--- config.mk ---
export PLATFORM = sky130hd
export DESIGN_NAME = demux_1_to_2_stream
export DESIGN_NICKNAME = d
export VERILOG_FILES = /design/src/rtl/demux_1_to_2_stream.sv
export SDC_FILE = /design/constraint.sdc
export NUM_CORES = 1
export LEC_CHECK = 0
export CELL_PAD_IN_SITES_DETAIL_PLACEMENT = 1
export CELL_PAD_IN_SITES_GLOBAL_PLACEMENT = 2
export CORE_MARGIN = 8
export CORE_UTILIZATION = 28
export DETAILED_ROUTE_END_ITERATION = 10
export PLACE_DENSITY = 0.89
export RECOVER_POWER = 50
export SLEW_MARGIN = 25
export SYNTH_ARGS = -nofsm -noshare
export SYNTH_HDL_FRONTEND = slang
export SYNTH_SLANG_ARGS = --single-unit
--- constraint.sdc ---
create_clock -name clk -period 4.2 [get_ports clk]
set_input_delay 0.63 -clock clk [delete_from_list [all_inputs] [get_ports clk]]
set_output_delay 0.63 -clock clk [all_outputs]
set_load 0.01 [all_outputs]
--- src/rtl/demux_1_to_2_stream.sv ---
// -----------------------------------------------------------------------------
// demux_1_to_2_stream
//
// Routes one valid/ready word stream to one of two valid/ready outputs in
// fixed-length bursts. The destination is sampled from `selector` on the first
// beat of a burst. It is then held until BurstLen beats have been accepted, so
// a burst never straddles both outputs. Each output has a one-entry register
// stage, which gives one clock of latency from accept to output valid. The two
// output stages drain independently of each other.
//
// Parameters
//   DWidth     data word width
//   BurstLen   beats per burst (>= 1)
//
// Ports
//   clk         rising-edge clock
//   rst_n       asynchronous active-low reset
//   selector    destination of the next burst (0 -> m0, 1 -> m1)
//   s_valid     input word valid
//   s_ready     input word can be accepted
//   s_data      input word
//   m0_valid    output 0 word valid
//   m0_ready    output 0 consumer ready
//   m0_data     output 0 word
//   m1_valid    output 1 word valid
//   m1_ready    output 1 consumer ready
//   m1_data     output 1 word
//   busy        high while a burst is in progress (ROUTE state)
//   burst_done  one-cycle pulse in the cycle after a burst's final accept
//   burst_dst   destination of the most recently completed burst
// -----------------------------------------------------------------------------
module demux_1_to_2_stream #(
    parameter int DWidth   = 32,
    parameter int BurstLen = 16
) (
    input  logic              clk,
    input  logic              rst_n,
    input  logic              selector,
    input  logic              s_valid,
    output logic              s_ready,
    input  logic [DWidth-1:0] s_data,
    output logic              m0_valid,
    input  logic              m0_ready,
    output logic [DWidth-1:0] m0_data,
    output logic              m1_valid,
    input  logic              m1_ready,
    output logic [DWidth-1:0] m1_data,
    output logic              busy,
    output logic              burst_done,
    output logic              burst_dst
);

    localparam int CntW = $clog2(BurstLen + 1);
    localparam logic [CntW-1:0] LastCnt = CntW'(BurstLen - 1);

    typedef enum logic {
        IDLE  = 1'b0,
        ROUTE = 1'b1
    } state_t;

    state_t            state_reg, state_next;
    logic              dst_q_reg, dst_q_next;
    logic [CntW-1:0]   cnt_reg, cnt_next;
    logic              done_reg, done_next;
    logic              burst_dst_reg, burst_dst_next;

    logic              dst;
    logic              accept;

    // Output stage arrays, index = destination.
    logic [1:0]        out_valid_reg;
    logic [DWidth-1:0] out_data_reg [2];
    logic [1:0]        out_ready;
    logic [1:0]        out_load;

    assign out_ready = {m1_ready, m0_ready};

    // While idle the destination follows selector so the first beat of a burst
    // goes straight to the right output; mid-burst it is frozen.
    assign dst = (state_reg == IDLE) ? selector : dst_q_reg;

    // Ready looks only at the chosen output stage, never at s_valid.
    assign s_ready = !out_valid_reg[dst] || out_ready[dst];
    assign accept  = s_valid && s_ready;

    // -------------------------------------------------------------------------
    // Burst FSM: state register
    // -------------------------------------------------------------------------
    always_ff @(posedge clk or negedge rst_n) begin
        if (!rst_n) begin
            state_reg     <= IDLE;
            dst_q_reg     <= 1'b0;
            cnt_reg       <= '0;
            done_reg      <= 1'b0;
            burst_dst_reg <= 1'b0;
        end else begin
            state_reg     <= state_next;
            dst_q_reg     <= dst_q_next;
            cnt_reg       <= cnt_next;
            done_reg      <= done_next;
            burst_dst_reg <= burst_dst_next;
        end
    end

    // -------------------------------------------------------------------------
    // Burst FSM: next state, beat counter, completion pulse
    // -------------------------------------------------------------------------
    always_comb begin
        state_next     = state_reg;
        dst_q_next     = dst_q_reg;
        cnt_next       = cnt_reg;
        done_next      = 1'b0;
        burst_dst_next = burst_dst_reg;

        case (state_reg)
            IDLE: begin
                if (accept) begin
                    dst_q_next = selector;
                    if (BurstLen == 1) begin
                        // Single-beat bursts complete on their first accept.
                        done_next      = 1'b1;
                        burst_dst_next = selector;
                        cnt_next       = '0;
                    end else begin
                        cnt_next   = CntW'(1);
                        state_next = ROUTE;
                    end
                end
            end
            ROUTE: begin
                if (accept) begin
                    if (cnt_reg == LastCnt) begin
                        done_next      = 1'b1;
                        burst_dst_next = dst_q_reg;
                        cnt_next       = '0;
                        state_next     = IDLE;
                    end else begin
                        cnt_next = cnt_reg + CntW'(1);
                    end
                end
            end
            default: begin
                state_next = IDLE;
                cnt_next   = '0;
            end
        endcase
    end

    // -------------------------------------------------------------------------
    // Output register stages, one per destination
    // -------------------------------------------------------------------------
    generate
        for (genvar gi = 0; gi < 2; gi++) begin : g_out
            assign out_load[gi] = accept && (dst == 1'(gi));

            // A load wins over a drain, so a simultaneous drain and load keeps
            // valid high with the new word. Data only changes on a load, which
            // can only happen when the stage is empty or being drained. This
            // keeps the data stable while the stage is stalled.
            always_ff @(posedge clk or negedge rst_n) begin
                if (!rst_n) begin
                    out_valid_reg[gi] <= 1'b0;
                    out_data_reg[gi]  <= '0;
                end else begin
                    if (out_load[gi]) begin
                        out_valid_reg[gi] <= 1'b1;
                        out_data_reg[gi]  <= s_data;
                    end else if (out_ready[gi]) begin
                        out_valid_reg[gi] <= 1'b0;
                    end
                end
            end
        end
    endgenerate

    assign m0_valid   = out_valid_reg[0];
    assign m0_data    = out_data_reg[0];
    assign m1_valid   = out_valid_reg[1];
    assign m1_data    = out_data_reg[1];
    assign busy       = (state_reg == ROUTE);
    assign burst_done = done_reg;
    assign burst_dst  = burst_dst_reg;

endmodule
Word level (Yosys, flattened, before mapping)
Cells that the tools add are included.
{ "totals": {"regBits": 75, "inputBits": 38, "output_inout_bits": 70, "wordCells": 46} }
{ "classes": {"addsub": 1, "magnitude_cmp": 1, "n_eq_ne": 3, "n_mux": 20, "bitwise_logic": 2, "n_reduce_logical": 10} }
{ "ops": {"columns": ["cell", "count"], "rows": [
  ["two-way mux 1 bit", 15],
  ["two-way mux 5 bit", 3],
  ["one-hot mux 5 bit (2 select lines)", 1],
  ["adder 5 x 1 -> 5 bit, second input constant", 1],
  ["== test 5 x 4 -> 1 bit, second input constant", 1],
  ["AND reduction 2 bit", 2],
  ["nonzero test 2 bit", 2],
  ["logical AND 1 bit", 3],
  ["AND reduction 3 bit", 1],
  ["< comparator 1 x 2 -> 1 bit, second input constant", 1],
  ["!= test 2 x 1 -> 1 bit, second input constant", 1],
  ["!= test 2 bit, second input constant", 1],
  ["inverter 1 bit", 2],
  ["one-hot mux 1 bit (2 select lines)", 1],
  ["logical NOT 1 bit", 1],
  ["logical OR 1 bit", 1]
]} }

Logic depth before layout (Yosys ltp)
{ "logic_depth": {"depth_word": 8, "ltp_mapped": 7, "depth_no_buf": 5} }

Worst setup path before layout
OpenSTA, ideal clock, no wires.
{ "synth_timing": {"path_kind": "input to output", "from": "in selector", "to": "out s_ready", "t_arrival_ps": 1170, "t_required_ps": 3570, "slack_ps": 2400, "stages": 2, "path_buffers": 0, "cell_sequence": "mux2i_4 mux2_2"} }
{ "synth_between": {"elab_chain_len": 5, "word_cells_on_any_way": 7, "cone_classes": "mux: 5; reduce/logical: 2"} }
{ "synth_rtl": {"columns": ["element", "line", "rtl"], "rows": [
  ["start, declared", "38", "input logic selector,"],
  ["two-way mux 1 bit *", "80", "assign dst = (state_reg == IDLE) ? selector : dst_q_reg;"],
  ["two-way mux 1 bit (not written as such) (2 in a row)", "83", "assign s_ready = !out_valid_reg[dst] || out_ready[dst];"],
  ["logical NOT 1 bit", "83", null],
  ["logical OR 1 bit *", "83", null],
  ["end, declared", "40", "output logic s_ready,"]
]} }
Mark *: on every way between the ends. The rest lies on a longest branch, timed or not. The select of a mux whose other input is x is not followed.

Worst setup path in the final report
{ "layout_timing": {"from": "in selector", "to": "reg burst_dst_reg, in the netlist burst_dst"} }
{ "layout_between": {"elab_chain_len": 7, "word_cells_on_any_way": 9, "cone_classes": "mux: 5; reduce/logical: 4"} }
{ "layout_rtl": {"columns": ["element", "line", "rtl"], "rows": [
  ["two-way mux 1 bit *", "80", null],
  ["two-way mux 1 bit (not written as such) (2 in a row)", "83", null],
  ["logical NOT 1 bit", "83", null],
  ["logical OR 1 bit *", "83", null],
  ["logical AND 1 bit *", "84", "assign accept = s_valid && s_ready;"],
  ["AND reduction 3 bit (no source line) *", null, null],
  ["end signal, assigned", "101", "burst_dst_reg <= burst_dst_next;"],
  ["end, declared", "65", "logic burst_dst_reg, burst_dst_next;"]
]} }
Marked as above.
A chain may end at the register's enable or synchronous reset.

==> results <==
- The synthesized flop and latch total is 75.
- Setup violations remaining at the end of the flow were counted as 0.
- The routability-driven placement congestion ratio is 0.7423.
- The final setup slack of the worst path is between 0.8 and 0.9 ns.
- The flow ran to the end, but the final reports show violations.
- The share of total power dissipated in the clock network is 0.202.
- In this run, CTS created clock tree buffers numbering 9.
- The met2 usage in global routing is 0.2410.
- The startpoint identified for the worst hold timing path is m1_data[4].
- Entering global routing, the biggest net connects 76 pins.
- The most common cell after layout, fill and taps aside is sky130_fd_sc_hd__nand2_1.
- The clock period could shrink to about 3.3 ns.
- In this run the worst path has a maximum fanout of 38.
- The number of synthesis warnings is 0.
- The fraction of met1 tracks used by global routing is 0.1476.
- In this run the tool buffered the top-level ports with 107 buffer cells.
- Overall power consumption after layout is estimated at around 3.4 mW.
- The transition time at the pin with the least slew margin is 1.888 ns.
- For hold timing, the worst endpoint is m1_data[4].
- The via count of the first global-routing pass was between 2,000 and 3,000.
- The worst register-to-register path begins at busy.
- The width of the die is 119.2 um.
- The async set-or-reset flop fraction in the synthesized netlist is 1.000.
- During I/O placement, the number of pins put on the boundary was 108.
- Across the whole layout, storage elements account for 1877 um^2.
- The synthesized area per cell is 9.355 um^2.
- The class of the tightest hold or removal check is flip-flop to flip-flop.
- The buffer levels on the longest clock path is 2.
- The final routed wire length divided by cell count is ~16 um.
- Counting cells, the worst reg-to-reg path comes to 4.
- TritonCTS built the clock tree.
- The insertion delay to the later sink of the worst-skew pair is 0.35 ns.
- The cts-stage hold buffer count is 0.
- Static timing analysis puts the maximum clock frequency at 302.4 MHz.
- Detailed routing inserted a total of about 2,500 vias.
- STA classifies the critical path endpoint as a flip-flop.
- The repair_antennas step left the layout with diodes totalling 0.
- The starting utilization of the core area is 0.2891.
- For the worst setup path, the data arrival time is about 3.5 ns.
- Setup repair after global routing left no endpoint under its margin.
- Gates resized during post-CTS repair numbered 0.
- After the last flow step, the layout net total stands at 462.
- The number of setup buffers added after CTS is 0.
- In the routed layout, each cell is associated on average with a via count of 4.473.
- The first global-routing pass estimated 15.45 mm of wire.
- Traced cell by cell, the critical path runs through clkdlybuf4s50_1 > mux2i_4 > nand3b_1 > a211oi_4 > mux2_1.
- The final count of pins violating max slew is 115.
- Summed over all failing endpoints, the final setup total negative slack is 0 ns.
- The initial antenna violation count came to 0.
- Of the available clock period, the critical path in the final layout requires 0.7875.
- Counting flops with a built-in enable in the synthesized netlist gives 0.
- The detailed-route wire length is ~9.1 mm.
- The height of the die is around 120 um.
- The clock net in this run drives a total of 75 sinks.
- The power spent charging and discharging nets is 1.172 mW.
- The relative area change from synthesis to final layout is 46.83%.
- The library cells used most frequently in the layout, excluding fill and tap cells, are 195 x sky130_fd_sc_hd__nand2_1, 94 x sky130_fd_sc_hd__clkdlybuf4s50_1, 75 x sky130_fd_sc_hd__dfrtp_1.
- The worst vdd rail ir drop is 0.0002573 V.
- In this run the register-to-register setup slack is roughly 0.98 ns.
- The synthesized cell area is 2984 um^2.
- The relative contribution of sequential cells to total power is 0.374.
- Data on the critical path is required at its endpoint by ~4.4 ns.
- The checks that failed: max-capacitance violations, max-slew violations.
- The post-synthesis cell count is 319.
- The number of fill cells is 1,198.
- The number of remaining DRC errors is 0.
- The fraction of final layout cells with drive strength greater than 1 is 0.06075.
- STA classifies the critical path startpoint as a primary input.
- The number of hold violations in the final report is 0.
- For this run, the total global-route usage over all layers was measured as 0.1349.
- The region available for standard cell placement spans 10,320 um^2.
- The number of distinct standard cells referenced by the synthesized netlist is 28.
- On the worst path, the slowest cell contributes a delay of 1.25 ns.
- Timing analysis after detailed placement gives a worst setup slack of around 1.3 ns.
- For this run the aggregate overflow at the end of global routing stands at 0.
- The tree is rooted in a sky130_fd_sc_hd__clkbuf_8.
- The wire-length estimate of the detail-placed layout is 6.516 mm.
- The clock slew at the register clock pins of the worst setup and hold paths is about 0.080 ns.
- The worst setup path is of the primary input to flip-flop kind.
- The predominant post-synthesis flop cell is sky130_fd_sc_hd__dfrtp_1.
- Ranked by total cell area, the synthesized netlist is headed by sky130_fd_sc_hd__dfrtp_1 63%, sky130_fd_sc_hd__nand2_1 25%, sky130_fd_sc_hd__buf_2 2.3%.
- The met3 track demand over resource in global routing is 0.05196.
- The total number of H-tree levels is 3.
- When the netlist entered floorplanning its net count stood at between 300 and 400.
- Cell internal power was estimated by the tool at 2.195 mW.
- The full die area is 14,220 um^2.
- In this run the static leakage power is roughly 2.2 nW.
- The share of total power dissipated in combinational logic is 0.423.
- The biggest area contributor in the post-synthesis netlist is sky130_fd_sc_hd__dfrtp_1.
- Counting instances, the worst hold path has a depth of 2.
- The highest-utilization routing layer at the global route stage is met2.
- The slowest cell on the critical path is sky130_fd_sc_hd__nand3b_1.
- The post-route antenna net violation count is 0.
- The combined area of the multi-input logic cells is roughly 1000 um^2.
- Of the total power, the share spent switching nets is 0.3482.
- The placement row count is 37.
- The starting DRC count in detailed routing is ~90.
- The total power density per cell area is 768.5 nW/um^2.
- The worst setup skew after layout is 0.009980 ns.
- The part of the Yosys area used for sequential elements is 0.6289.
- The number of max-capacitance violations reported is 2.
- The worst register-to-register path ends at burst_dst.
- The worst slew margin relative to its limit is -0.2588.
- The share of the synthesized area in the top cell type is 0.6289.
- The number of optimization iterations in the first detailed-route pass is 4.
## through the flow
step                hold slack (ns)    util  area [um^2]  std cells
floorplan                    0.3344       -         2984        319
global placement             0.4575  0.4020         4150        548
detailed placement           0.4648  0.4020         4150        548
CTS                          0.4751  0.4263         4400        564
global route                 0.5118  0.4244         4382        564
finish                       0.4805  0.4244         4382        564
## cell type report
type / instances / share of cell area
Clock buffer: 10 / 0.03141
Clock inverter: 6 / 0.02570
Inverter: 1 / 0.0008567
Multi-Input combinational cell: 226 / 0.2264
Sequential cell: 75 / 0.4283
Tap cell: 136 / 0.03883
Timing Repair Buffer: 110 / 0.2484
## power by group through the flow
stage | Clock [mW] | Sequential [mW] | Combinational [mW]
floorplan | 0 | 1.38 | 0.505
global placement | 0 | 1.27 | 1.44
CTS | 0.709 | 1.27 | 1.49
detailed placement | 0 | 1.28 | 1.49
global route | 0.741 | 1.30 | 1.58
finish | 0.682 | 1.26 | 1.43
## critical path: cells and delay by family
family	cells	cell delay (ns)
simple gates	1	1.25
compound gates	1	0.67
buf+inv	1	0.52
mux	2	0.46
## cell usage after synthesis, drive strengths merged, types with 2 or more instances
| master | count |
|---|---|
| o21ai | 2 |
| buf | 17 |
| dfrtp | 75 |
| and3 | 2 |
| nor2 | 2 |
| nand2 | 196 |
| mux2 | 4 |
| nand2b | 2 |
| a32o | 2 |
| nand3 | 4 |
## per-layer routing
| metal | up-vias | share of wire |
|---|---|---|
| li1 | 1192 | - |
| met1 | 1266 | 0.40 |
| met2 | 57 | 0.53 |
| met3 | 8 | 0.061 |
| met4 | 0 | 0.0093 |
| met5 | - | 0 |
## kinds of logic after synthesis
logic type	synth area share
compound gates	0.02977
fa+ha+maj	0.004192
buf+inv	0.03480
flops	0.6289
mux	0.02264
simple gates	0.2797
## worst max-delay path by stage
stage | slack, ns | cells after the start | startpoint | end
finish | 0.89 | 5 | selector | burst_dst
global placement | 1.42 | 6 | selector | burst_dst
CTS | 1.40 | 3 | busy | s_ready
floorplan | 2.40 | 2 | selector | s_ready
detailed placement | 1.34 | 6 | selector | burst_dst
global route | 0.67 | 5 | selector | burst_dst
Note: power is estimated with default switching activity, not from simulation.
